[src/rtl/rca_pkg.sv]
`default_nettype none
// +------------------------------------------------------------------------+
// | Package   : rca_pkg                                                      |
// | Purpose   : State encodings and nibble constants for the sequential     |
// |             ripple-carry adder.                                          |
// | Revision  : 1.0  initial release                                         |
// +------------------------------------------------------------------------+
package rca_pkg;

    localparam int NIBBLE_W = 4;

    localparam logic [1:0] RCA_IDLE = 2'b00;
    localparam logic [1:0] RCA_RUN  = 2'b01;
    localparam logic [1:0] RCA_DONE = 2'b10;

    // A single-nibble adder still needs a 1-bit index register.
    function automatic int idx_width(input int nib);
        return (nib > 1) ? $clog2(nib) : 1;
    endfunction

endpackage : rca_pkg
`default_nettype wire

[src/rtl/RCA_4bit.sv]
`default_nettype none
// +------------------------------------------------------------------------+
// | Module    : RCA_4bit                                                     |
// | Purpose   : Purely combinational 4-bit ripple-carry adder.               |
// | Revision  : 1.0  initial release                                         |
// +------------------------------------------------------------------------+
module RCA_4bit
    import rca_pkg::*;
(
    input  logic [NIBBLE_W-1:0] a,
    input  logic [NIBBLE_W-1:0] b,
    input  logic                cin,
    output logic [NIBBLE_W-1:0] sum,
    output logic                cout
);

    logic [NIBBLE_W:0] w_c;

    assign w_c[0] = cin;

    for (genvar i = 0; i < NIBBLE_W; i++) begin : g_fa
        assign sum[i]   = a[i] ^ b[i] ^ w_c[i];
        assign w_c[i+1] = (a[i] & b[i]) | (w_c[i] & (a[i] ^ b[i]));
    end

    assign cout = w_c[NIBBLE_W];

endmodule : RCA_4bit
`default_nettype wire

[src/rtl/rca_seq_adder.sv]
`default_nettype none
// +------------------------------------------------------------------------+
// | Module    : rca_seq_adder                                                |
// | Purpose   : WIDTH-bit adder that reuses one RCA_4bit, one nibble per     |
// |             clock LSB-first, with a registered carry between nibbles.    |
// | Revision  : 1.0  initial release                                         |
// +------------------------------------------------------------------------+
module rca_seq_adder
    import rca_pkg::*;
#(
    parameter int WIDTH = 16
) (
    input  logic             clk,
    input  logic             rst_n,
    input  logic             start,
    input  logic [WIDTH-1:0] a,
    input  logic [WIDTH-1:0] b,
    input  logic             cin,
    output logic             busy,
    output logic             done,
    output logic [WIDTH-1:0] sum,
    output logic             cout
);

    localparam int NIB   = WIDTH / NIBBLE_W;
    localparam int IDX_W = idx_width(NIB);

    logic [1:0]          r_state;
    logic [1:0]          w_state_nxt;
    logic [IDX_W-1:0]    r_idx;
    logic [WIDTH-1:0]    r_a;
    logic [WIDTH-1:0]    r_b;
    logic                r_carry;
    logic                r_cout;

    logic                w_accept;
    logic                w_run;
    logic                w_last;
    logic [NIBBLE_W-1:0] w_a_nib;
    logic [NIBBLE_W-1:0] w_b_nib;
    logic [NIBBLE_W-1:0] w_rca_sum;
    logic                w_rca_cout;

    // A new operation may be accepted from IDLE or directly from DONE.
    assign w_accept = start && ((r_state == RCA_IDLE) || (r_state == RCA_DONE));
    assign w_run    = (r_state == RCA_RUN);
    assign w_last   = (r_idx == IDX_W'(NIB - 1));

    //--------------------------------------------------------------------
    // FSM: state register
    //--------------------------------------------------------------------
    always_ff @(posedge clk or negedge rst_n) begin
        if (!rst_n) begin
            r_state <= RCA_IDLE;
        end else begin
            r_state <= w_state_nxt;
        end
    end

    //--------------------------------------------------------------------
    // FSM: next-state logic
    //--------------------------------------------------------------------
    always_comb begin
        w_state_nxt = RCA_IDLE;
        case (r_state)
            RCA_IDLE: w_state_nxt = start  ? RCA_RUN  : RCA_IDLE;
            RCA_RUN:  w_state_nxt = w_last ? RCA_DONE : RCA_RUN;
            RCA_DONE: w_state_nxt = start  ? RCA_RUN  : RCA_IDLE;
            default:  w_state_nxt = RCA_IDLE;
        endcase
    end

    //--------------------------------------------------------------------
    // FSM: outputs (decoded from the registered state, so glitch-free)
    //--------------------------------------------------------------------
    always_comb begin
        busy = 1'b0;
        done = 1'b0;
        case (r_state)
            RCA_RUN:  busy = 1'b1;
            RCA_DONE: done = 1'b1;
            default: begin
                busy = 1'b0;
                done = 1'b0;
            end
        endcase
    end

    //--------------------------------------------------------------------
    // Current nibble select for the shared adder
    //--------------------------------------------------------------------
    always_comb begin
        w_a_nib = '0;
        w_b_nib = '0;
        for (int i = 0; i < NIB; i++) begin
            if (r_idx == IDX_W'(i)) begin
                w_a_nib = r_a[i*NIBBLE_W +: NIBBLE_W];
                w_b_nib = r_b[i*NIBBLE_W +: NIBBLE_W];
            end
        end
    end

    RCA_4bit u_rca (
        .a    (w_a_nib),
        .b    (w_b_nib),
        .cin  (r_carry),
        .sum  (w_rca_sum),
        .cout (w_rca_cout)
    );

    //--------------------------------------------------------------------
    // Operand, carry, index and carry-out registers
    //--------------------------------------------------------------------
    always_ff @(posedge clk or negedge rst_n) begin
        if (!rst_n) begin
            r_a     <= '0;
            r_b     <= '0;
            r_carry <= 1'b0;
            r_idx   <= '0;
            r_cout  <= 1'b0;
        end else if (w_accept) begin
            r_a     <= a;
            r_b     <= b;
            r_carry <= cin;
            r_idx   <= '0;
            r_cout  <= 1'b0;
        end else if (w_run) begin
            r_carry <= w_rca_cout;
            if (w_last) begin
                r_cout <= w_rca_cout;
            end else begin
                r_idx <= r_idx + IDX_W'(1);
            end
        end
    end

    //--------------------------------------------------------------------
    // Result nibbles: each slice owns its register, written on its step
    //--------------------------------------------------------------------
    for (genvar i = 0; i < NIB; i++) begin : g_sum
        logic [NIBBLE_W-1:0] r_nib;

        always_ff @(posedge clk or negedge rst_n) begin
            if (!rst_n) begin
                r_nib <= '0;
            end else if (w_accept) begin
                r_nib <= '0;
            end else if (w_run && (r_idx == IDX_W'(i))) begin
                r_nib <= w_rca_sum;
            end
        end

        assign sum[i*NIBBLE_W +: NIBBLE_W] = r_nib;
    end

    assign cout = r_cout;

endmodule : rca_seq_adder
`default_nettype wire
[config.mk]
export PLATFORM = sky130hd
export DESIGN_NAME = rca_seq_adder
export DESIGN_NICKNAME = d
export VERILOG_FILES = /design/src/rtl/rca_pkg.sv /design/src/rtl/RCA_4bit.sv /design/src/rtl/rca_seq_adder.sv
export SDC_FILE = /design/constraint.sdc
export NUM_CORES = 1
export LEC_CHECK = 0
export CORE_MARGIN = 2
export CORE_UTILIZATION = 45
export DETAILED_ROUTE_END_ITERATION = 12
export PLACE_DENSITY = 0.72
export SLEW_MARGIN = 20
export SYNTH_ARGS = -nofsm -noshare
export SYNTH_HDL_FRONTEND = slang
export SYNTH_SLANG_ARGS = --single-unit
[constraint.sdc]
create_clock -name clk -period 4.35 [get_ports clk]
set_input_delay 1.0875 -clock clk [delete_from_list [all_inputs] [get_ports clk]]
set_output_delay 1.0875 -clock clk [all_outputs]
set_load 0.005 [all_outputs]
==> results.md, run 1 <==
* Post-DP HPWL at 4060 um
* Chip width at about 80 um
* Maximum vdd drop at between 200 and 300 uV
* Ys Warns at 0
* Share of layout cells above drive strength 1 at 0.0500
* Inserted Clock Buffers at 5
* FF+latch area at 0.00135 mm^2
* Pint at between 1 and 1.5 mW
* Hold-fix buffers, CTS at 0
* M1 wire length at about 2800 um
* Final Setup Violations at 0
* Area growth syn-to-layout at 24.3%
* Antenna viol nets, final at 0
* Root Buffer: clkbuf_8
* Die H at 79.8 um
* Combinational share of power at 0.499
* Crit path max fanout at 18
* Post-synthesis register bit count at 54
* # rows at 27
* DR top layer: met4
* Most used cell, CP: fa_1
* Fin nets at approximately 360
* Async set-or-reset flop fraction in the synthesized netlist at 1.00
* WL final at between 5000 and 6000 um
* Clock Latency Late Sink at 0.30 ns
* Post-CTS Setup Repair Bufs at 0
* Share of Yosys cell area claimed by the top area cell type at 0.523
* Power density over the cells at approximately 730 mW/mm^2
* Longest Clk Path Bufs at 2
* Starting density of the core at 0.466
* ANT cells at 0
* Core area at around 0.0055 mm^2
* Switching share of power at 0.410
* Synth Cell Area at between 0.002 and 0.003 mm^2
* Post-cts resize count at 0
* Most frequent cell after synthesis: nand2_1
* Switching power at just under 1 mW
* CTS Sinks at 54
* PortBufs at 54
* First-pass GRT wire length at ~9200 um
* Worst setup SP type: flip-flop
* Worst Setup End Kind: flip-flop
* Seq/Total Area, Yosys at 0.523
* Leak Pwr at ~1.6 nW
* Final core utilization at 0.580
* Status: finished clean
* Remaining DRCs at 0
* Die area at roughly 0.0064 mm^2
* Reg clk slew, reported paths at approximately 0.090 ns
* Max-cap violations at 0
* CTS tree: yes
* Syn_area_per_cell at 9.46 um^2
* Fmax at ~300 MHz
* Fin. Hold Viols at 0
* RePlAce Congestion at 0.816
* Slowest stage cell, crit path: ha_1
* Setup CP Type: reg -> reg
* Largest net degree at the start of global routing at 32
* Worst EP required at between 4 and 5 ns
* Vias/cell at around 4.9
* Netlist cell types at 25
* Top post-synthesis cells by area: dfrtp_1, nand2_1, mux2i_1
* Critical path, cell by cell: inv_1 > ha_1 > a21oi_1 > o21ai_0 > a22o_1 > fa_1 > inv_1 > fa_1 > fa_1 > fa_1 > inv_1 > mux2i_1 > nor2_1
* Post-Syn Nets at about 320
* Clock power share at 0.136
* Met2 routed WL at roughly 2400 um
* Global Route Usage Sum at 0.189
* Post-synth top area cell: dfrtp_1
* Worst path max stage delay at between 0.5 and 0.6 ns
* Crit path buf inv count at 3
* Vias in the first global route at ~1900
* Tcrit/Tclk final at 0.768
* DRT Pass-1 Iters at 4
* RSZ-0062 raised after global routing: false
* Slew Limit Headroom at 0.303
* Setup_tns at 0 ns
* Top-level I/O count at 55
* Initial antenna violation count at 0
* Total grt overflow at 0
* Multi-input logic area at approximately 0.0010 mm^2
* Synth Flop Type: dfrtp_1
* Initial DRC Count at 121
* Via count at roughly 1900
* Met3 routed WL at about 270 um
* WP data arrival at between 3 and 4 ns
* Worst Tran Pin Value at between 1 and 1.5 ns
* Sequential share of power at 0.366
* Clock skew at approximately 0.0042 ns
* Wire length per cell at 14.1 um
* CTS H-tree lvls at 2
* Min Tclk post-route at between 3 and 4 ns
* Fin. max-slew vios at 0
* Synth top cells by count: nand2_1, dfrtp_1, a21oi_1, inv_1, mux2i_1
* Worst min-delay path class: reg -> reg
* Fillers at just over 500
* Critical path's top delay family: adder cells
* Number of synthesized flops with an enable pin at 0
* Cells after synthesis at ~270
cell usage in the layout, fill, tap and decap left out:
cell type,Yosys,layout
a22oi_2,1,1
o21ai_1,2,2
nand3_1,6,6
nand3b_2,1,1
ha_1,4,4
or3b_4,1,1
o21ai_0,13,13
a221o_1,3,3
a22oi_1,5,5
clkbuf_8,0,8
nand3b_1,3,3
mux2i_1,15,15
nor2b_4,1,2
clkdlybuf4s50_1,0,53
nand2b_1,1,1
fa_1,4,4
nand2_1,90,90
nor2_1,13,13
nor2b_1,2,2
a22o_1,2,2
inv_1,17,17
dfrtp_1,54,54
buf_2,6,1
buf_4,7,2
a21oi_1,17,17
per-stage QoR:
step                      power, mW  hold slack [ns]  std cells  cell area [um^2]  setup WS, ns
after global routing           2.58            0.520        392              3210         0.726
after floorplan                1.70            0.444        273              2580          1.38
after detailed placement       2.04            0.469        384              3100          1.10
after global placement         2.01            0.465        384              3100          1.22
final                          2.36            0.488        392              3210          1.01
after CTS                      2.37            0.493        392              3210          1.02
power groups by stage:
stage          Clock [mW]  Sequential, mW  Combinational [mW]
3_3_place_gp            0           0.865                1.14
3_5_place_dp            0           0.870                1.17
2_1_floorplan           0           0.821               0.878
5_1_grt             0.347           0.886                1.35
4_1_cts             0.326           0.862                1.18
6_report            0.320           0.862                1.18
worst min-delay path, delay by kind of cell, from the launching register on:
family        cells  cell delay (ns)
simple gates      2             0.10
flops             1             0.35
per-layer routing:
layer / vias up / GRT usage
li1: 973 / -
met1: 908 / 0.281
met2: 52 / 0.277
met3: 7 / 0.0441
met4: 0 / 0.0559
met5: - / 0
cell type report:
| class | instances | area share |
|---|---|---|
| sequential | 54 | 0.421 |
| multi-input combinational | 185 | 0.326 |
| timing repair buffer | 56 | 0.171 |
| clock buffer | 8 | 0.0343 |
| tap | 72 | 0.0280 |
| inverter | 17 | 0.0199 |
sequential cells by signal (all words and copies together), names as in the netlist:
signal       cells
r_state          2
r_a             16
r_carry          1
cout             1
r_idx            2
g_sum.r_nib     16
r_b             16
cell families after synthesis:
kind of cell               synth area share
AOI/OAI and AO/OA                    0.0998
adders and majority gates            0.0504
DFF                                   0.523
muxes                                0.0581
and+or+nand+nor                       0.195
buffers and inverters                0.0741
worst paths after layout:
check | startpoint | endpoint | cells past startpoint | slack (ns)
setup / recovery | r_idx[0]$_DFFE_PN0P_ | g_sum[0].r_nib[3]$_DFFE_PN0P_ | 13 | 1.01
hold / removal | r_b[2]$_DFFE_PN0P_ | r_b[2]$_DFFE_PN0P_ | 2 | 0.49
setup reg to reg | r_idx[0]$_DFFE_PN0P_ | g_sum[0].r_nib[3]$_DFFE_PN0P_ | 13 | 1.01
hold reg to reg | r_b[2]$_DFFE_PN0P_ | r_b[2]$_DFFE_PN0P_ | 2 | 0.49
max in group asynchronous | rst_n | r_b[12]$_DFFE_PN0P_ | 2 | 2.80
min in group asynchronous | rst_n | g_sum[3].r_nib[2]$_DFFE_PN0P_ | 1 | 0.77
(Power assumes the default switching activity.)
==> run 2: changes to the inputs <==
--- a/config.mk
+++ b/config.mk
@@ -8,7 +8,7 @@
 export CORE_MARGIN = 2
 export CORE_UTILIZATION = 45
 export DETAILED_ROUTE_END_ITERATION = 12
-export PLACE_DENSITY = 0.72
+export PLACE_DENSITY = 0.75
 export SLEW_MARGIN = 20
 export SYNTH_ARGS = -nofsm -noshare
 export SYNTH_HDL_FRONTEND = slang
==> constraint.sdc (replaced) <==
create_clock -name clk -period 2.75 [get_ports clk]
set_input_delay 0.6875 -clock clk [delete_from_list [all_inputs] [get_ports clk]]
set_output_delay 0.6875 -clock clk [all_outputs]
set_load 0.005 [all_outputs]
==> run 2 against run 1 <==
- clock power increased by 54%
- worst setup slack got worse by 1.2 ns
- sequential power increased by 60%
- critical endpoint is now g_sum[3].r_nib[3]$_DFFE_PN0P_
- cell count increased by 4.6%
- sequential share of layout area fell by 2.8 points
- critical path type unchanged
- the run now ends with setup timing left
- routed wire length increased by 8.1%
- via count rose by 7.9%
==> results.md, run 2 (synthesized netlist as in run 1, its figures left out) <==
* DRT Pass-1 Iters at 4 (unchanged)
* Die H at 79.8 um (unchanged)
* Maximum vdd drop at 508 uV (was 273 uV)
* Clock skew at 0.00846 ns (was 0.00420 ns)
* Post-DP HPWL at 4100 um (was 4060 um)
* Tcrit/Tclk final at 1.06 (was 0.768)
* CTS Sinks at 54 (unchanged)
* Power density over the cells at 1200 mW/mm^2 (was 734 mW/mm^2)
* Remaining DRCs at 0 (unchanged)
* Slew Limit Headroom at 0.588 (was 0.303)
* Die area at 0.00636 mm^2 (unchanged)
* Core area at 0.00554 mm^2 (unchanged)
* Final Setup Violations at 5 (was 0)
* Worst setup SP type: flip-flop (unchanged)
* First-pass GRT wire length at 9790 um (was 9210 um)
* Worst Tran Pin Value at 0.618 ns (was 1.05 ns)
* Worst min-delay path class: in -> async (was reg -> reg)
* Total grt overflow at 0 (unchanged)
* Dpl ws at -0.0949 ns (was 1.10 ns)
* Fin. Hold Viols at 0 (unchanged)
* Fin nets at 381 (was 363)
* Worst EP required at 2.94 ns (was 4.54 ns)
* Gr busiest metal: met2 (was met1)
* Worst Setup End Kind: flip-flop (unchanged)
* # rows at 27 (unchanged)
* Met1 Use GR at 0.276 (was 0.281)
* CTS H-tree lvls at 2 (unchanged)
* Hold-fix buffers, CTS at 0 (unchanged)
* Fmax at 343 MHz (was 299 MHz)
* Area post-placement at 0.00326 mm^2 (was 0.00310 mm^2)
* Via count at 2093 (was 1940)
* Max-cap violations at 0 (unchanged)
* Status: complete, but fails checks (was finished clean)
* Min Tclk post-route at 2.91 ns (was 3.34 ns)
* Post-placement cell count at 398 (was 384)
* Fin. max-slew vios at 0 (unchanged)
* Vias/cell at 5.10 (was 4.95)
* PortBufs at 54 (unchanged)
* Antenna viol nets, final at 0 (unchanged)
* Most frequent cells in the layout: nand2_1, dfrtp_1, clkdlybuf4s50_1 (unchanged)
* Initial DRC Count at 152 (was 121)
* Share of layout cells above drive strength 1 at 0.154 (was 0.0500)
* ANT cells at 0 (unchanged)
* Global Route Usage Sum at 0.200 (was 0.189)
* Inserted Clock Buffers at 5 (unchanged)
* Area growth syn-to-layout at 33.5% (was 24.3%)
* Design Area, Final at 0.00345 mm^2 (was 0.00321 mm^2)
* Largest registers: g_sum.r_nib x16, r_a x16, r_b x16 (unchanged)
* Starting density of the core at 0.466 (unchanged)
* WL final at 5960 um (was 5510 um)
* Longest Clk Path Bufs at 2 (unchanged)
* Wire length per cell at 14.5 um (was 14.1 um)
* RSZ-0062 raised after global routing: true (was false)
* Initial antenna violation count at 0 (unchanged)
* RePlAce Congestion at 0.884 (was 0.816)
* Reg clk slew, reported paths at 0.09 ns (about the same)
* Leak Pwr at 1.71 nW (was 1.61 nW)
* Vias in the first global route at 2065 (was 1893)
* Worst setup slack after layout at -0.162 ns (was 1.01 ns)
* Failing checks: setup timing
* Most common cell after layout, fill and taps aside: nand2_1 (unchanged)
* Top-level I/O count at 55 (unchanged)
* CTS tree: yes (unchanged)
* Root Buffer: clkbuf_8 (unchanged)
* Largest net degree at the start of global routing at 58 (was 32)
* Crit path max fanout at 7 (was 18)
* Setup CP Type: reg -> reg (unchanged)
* Non-Filler Instances at 410 (was 392)
* Met2 global-route usage at 0.308 (was 0.277)
* Global routing met3 resource utilization at 0.0373 (was 0.0441)
* Chip width at 79.8 um (unchanged)
* Clock Latency Late Sink at 0.30 ns (about the same)
* WP data arrival at 3.10 ns (was 3.53 ns)
* Fillers at 480 (was 508)
==> run 2: cell count changes in the layout (fill, tap and decap cells not counted), moves of 3 or more <==
cell | before | now
buf_4 | 2 | 17
inv_1 | 17 | 13
a21oi_1 | 17 | 14
a21oi_2 | 0 | 3
fa_1 | 4 | 1
fa_2 | 0 | 3
ha_1 | 4 | 1
ha_4 | 0 | 3
inv_2 | 0 | 3
o21ai_0 | 13 | 10
==> run 2: where the power goes <==
part / total, mW / internal (mW) / leakage (nW) / switching, mW
logic: 2.26 / 1.07 / 0.964 / 1.20
registers: 1.38 / 1.14 / 0.685 / 0.237
clock network: 0.494 / 0.254 / 0.0575 / 0.239
==> run 2: layout make-up <==
cell class | count | area, um^2 | share of cell area
sequential | 54 | 1350 | 0.392
clock buffer | 8 | 110 | 0.0319
tap | 72 | 90.1 | 0.0261
multi-input combinational | 185 | 1110 | 0.323
inverter | 17 | 66.3 | 0.0192
timing repair buffer | 74 | 714 | 0.207
==> run 2: worst max-delay path, cell delays in order, from the launching register on <==
cell and delay, ns:
dfrtp_2 0.46, buf_4 0.16, ha_4 0.18, a21oi_1 0.14, a22o_1 0.18, fa_2 0.22, inv_2 0.04, fa_2 0.33
fa_2 0.34, fa_1 0.51, inv_2 0.05, mux2i_1 0.13, nor2_1 0.06
==> run 2: final timing paths <==
path,start,end,slack (ns),cells past startpoint
worst max-delay path,r_idx[1]$_DFFE_PN0P_,g_sum[3].r_nib[3]$_DFFE_PN0P_,-0.16,12
worst min-delay path,rst_n,r_b[1]$_DFFE_PN0P_,0.39,1
worst max register to register,r_idx[1]$_DFFE_PN0P_,g_sum[3].r_nib[3]$_DFFE_PN0P_,-0.16,12
worst min register to register,r_a[6]$_DFFE_PN0P_,r_a[6]$_DFFE_PN0P_,0.49,2
max in group asynchronous,rst_n,r_b[10]$_DFFE_PN0P_,1.80,2
min in group clk,r_a[6]$_DFFE_PN0P_,r_a[6]$_DFFE_PN0P_,0.49,2
==> run 2: per-stage QoR <==
stage               TNS [ns]   util  total power [mW]  hold slack, ns
floorplan            -0.0764      -              2.74           0.392
global placement     -0.0165  0.588              3.38           0.460
detailed placement    -0.328  0.588              3.43           0.467
CTS                   -0.159  0.616              4.02           0.409
global route           -1.10  0.622              4.48           0.443
finish                -0.614  0.622              4.13           0.394
==> run 2: what timing repair did <==
item | 4_1_cts | 5_1_grt
setup endpoints to repair | 4 | 10
pin swaps | 4 | 3
setup buffers | 2 | 2
resized for setup | 10 | 8
==> run 2: layer usage <==
layer  part of all wire  wire (um)
met2               0.48       2850
met3              0.046        274
met5                  0          0
met4              0.028        168
met1               0.45       2670
==> variant (settings of run 2) <==
Register the inputs `start`, `a`, `b` and `cin` before use, with the module's reset. The logic sees them one clock later. Comments in the files are not updated.
--- a/src/rtl/rca_seq_adder.sv
+++ b/src/rtl/rca_seq_adder.sv
@@ -26,4 +26,23 @@
     localparam int IDX_W = idx_width(NIB);
 
+    logic start_q;
+    logic [WIDTH-1:0] a_q;
+    logic [WIDTH-1:0] b_q;
+    logic cin_q;
+
+    always_ff @(posedge clk or negedge rst_n) begin
+        if (!rst_n) begin
+            start_q <= '0;
+            a_q     <= '0;
+            b_q     <= '0;
+            cin_q   <= '0;
+        end else begin
+            start_q <= start;
+            a_q     <= a;
+            b_q     <= b;
+            cin_q   <= cin;
+        end
+    end
+
     logic [1:0]          r_state;
     logic [1:0]          w_state_nxt;
@@ -43,5 +62,5 @@
 
     // A new operation may be accepted from IDLE or directly from DONE.
-    assign w_accept = start && ((r_state == RCA_IDLE) || (r_state == RCA_DONE));
+    assign w_accept = start_q && ((r_state == RCA_IDLE) || (r_state == RCA_DONE));
     assign w_run    = (r_state == RCA_RUN);
     assign w_last   = (r_idx == IDX_W'(NIB - 1));
@@ -64,7 +83,7 @@
         w_state_nxt = RCA_IDLE;
         case (r_state)
-            RCA_IDLE: w_state_nxt = start  ? RCA_RUN  : RCA_IDLE;
+            RCA_IDLE: w_state_nxt = start_q ? RCA_RUN  : RCA_IDLE;
             RCA_RUN:  w_state_nxt = w_last ? RCA_DONE : RCA_RUN;
-            RCA_DONE: w_state_nxt = start  ? RCA_RUN  : RCA_IDLE;
+            RCA_DONE: w_state_nxt = start_q ? RCA_RUN  : RCA_IDLE;
             default:  w_state_nxt = RCA_IDLE;
         endcase
@@ -120,7 +139,7 @@
             r_cout  <= 1'b0;
         end else if (w_accept) begin
-            r_a     <= a;
-            r_b     <= b;
-            r_carry <= cin;
+            r_a     <= a_q;
+            r_b     <= b_q;
+            r_carry <= cin_q;
             r_idx   <= '0;
             r_cout  <= 1'b0;
Check against the original RTL: not equivalent (a bounded check fails within 4 cycles, from zero or initial values and one cycle with rst_n low).
==> variant against run 2 <==
- the run still ends with negative setup slack left
- final area up 29%
- highest routed layer unchanged
- synthesized area grew 35%
- first-iteration DRC count down 37%
- final cell count rose by 4.4%
- synthesized cell count decreased by 8.4%
- worst setup slack improved by 0.024 ns
- fmax is 0.81% higher
- routed wire length increased by 3.4%
- total power is 23% higher
- global-route usage down 4.1 points
- sequential cell count rose by 34
- clock power rose by 62%
==> variant: results (changes against run 2) <==
Synth Instances=250 (-8.4%); Critical path destination=g_sum[0].r_nib[3]; top cells by instance count after synthesis=88 x dfrtp_1, 22 x mux2_4, 20 x mux2i_1; GR met3 Demand/Resource=3.20% (-0.53 points); Non-clk invs=16 (-1); Pleak=0.00210 uW (+23%); crit path max fanout=4 (-3); total of fill cells in the finished design=598 (+25%); DP Wirelength=4500 um (+9.7%); top post-synthesis cells by area=dfrtp_1 63%, mux2_4 9.5%, mux2i_1 5.7%; largest net degree at the start of global routing=52 (-10%); vias in the first global route=2181 (+5.6%); Final GP Congestion=0.837 (-5.3%); endpoints failing setup=4 (-1); layout clock buffer count=12 (+4); VDD IR max=0.555 mV (+9.2%); clk_lat worst skew=0.35 ns (+0.05 ns); Nets=365 (-4.2%); Via density=4.90 (-4.1%); failing checks=negative setup slack; setup TNS=-0.509 ns (+0.104 ns); Area after DPL=0.00420 mm2 (+29%); post-route insts no fill=428 (+4.4%); DP Worst Slack=-0.187 ns (-0.0924 ns); Final Instance Area=0.00446 mm2 (+29%); NonClk Buf Share=15.7% (-5.0 points); syn_nets=294 (-7.3%); register area share after synthesis=63.2% (+11 points); Multi-input gate area=0.00118 mm2 (+5.9%); total wire length=6160 um (+3.4%); slew at the pin with the worst max-slew slack=0.493 ns (-0.125 ns); GR Util met2=25.3% (-5.5 points); DRT iter0 DRCs=96 (-37%); clock buffer count from CTS=9 (+4); Worst R2R Path Depth=13 (+1); setup ws final=-0.138 ns (+0.0235 ns); Clock Skew=0.0121 ns (+0.00363 ns); postcts setup bufs=1 (-1); R2R Path Start=r_idx[0]; Yosys reg bits=88 (+63%); status=complete, but fails checks; Inst Count DP=409 (+2.8%); clk tree area frac=4.12% (+0.93 points); comb_multi_in=132 (-29%); Critical Path AT=3.11 ns (about the same); PostCTS Resize Cnt=15 (+5); H-tree Lvls=3 (+1); global-route wire length before repair=10400 um (+6.1%)
## variant: cell count changes after synthesis, sizes merged, moves of 5 or more
cell | before | now
nor2 | 13 | 19
nand2 | 90 | 13
mux2 | 0 | 24
mux2i | 15 | 20
dfrtp | 54 | 88
nand3 | 6 | 0
## variant: report_power, final
part	internal [uW]	switching, uW	total [uW]
logic	1230	1140	2370
registers	1670	247	1920
clock network	378	421	798
total	3280	1810	5080
## variant: cells by family (layout without fill, tap and decap cells)
group	after synthesis	in the layout	share of synthesized area, %
AO/OA/AOI/OAI	37	37	6.39
XOR/XNOR	1	1	0.251
adder cells (fa/ha/maj)	8	8	3.73
buffers and inverters	30	106	4.67
flip-flops	88	88	63.2
multiplexers	44	44	15.9
AND/OR/NAND/NOR	42	42	5.89
## variant: routing by layer
metal	share of wire, %	wire, um	up-vias
met4	1.7	106	0
li1	-	-	977
met2	50	3070	60
met3	4.0	249	10
met1	44	2730	1049
met5	0	0	-
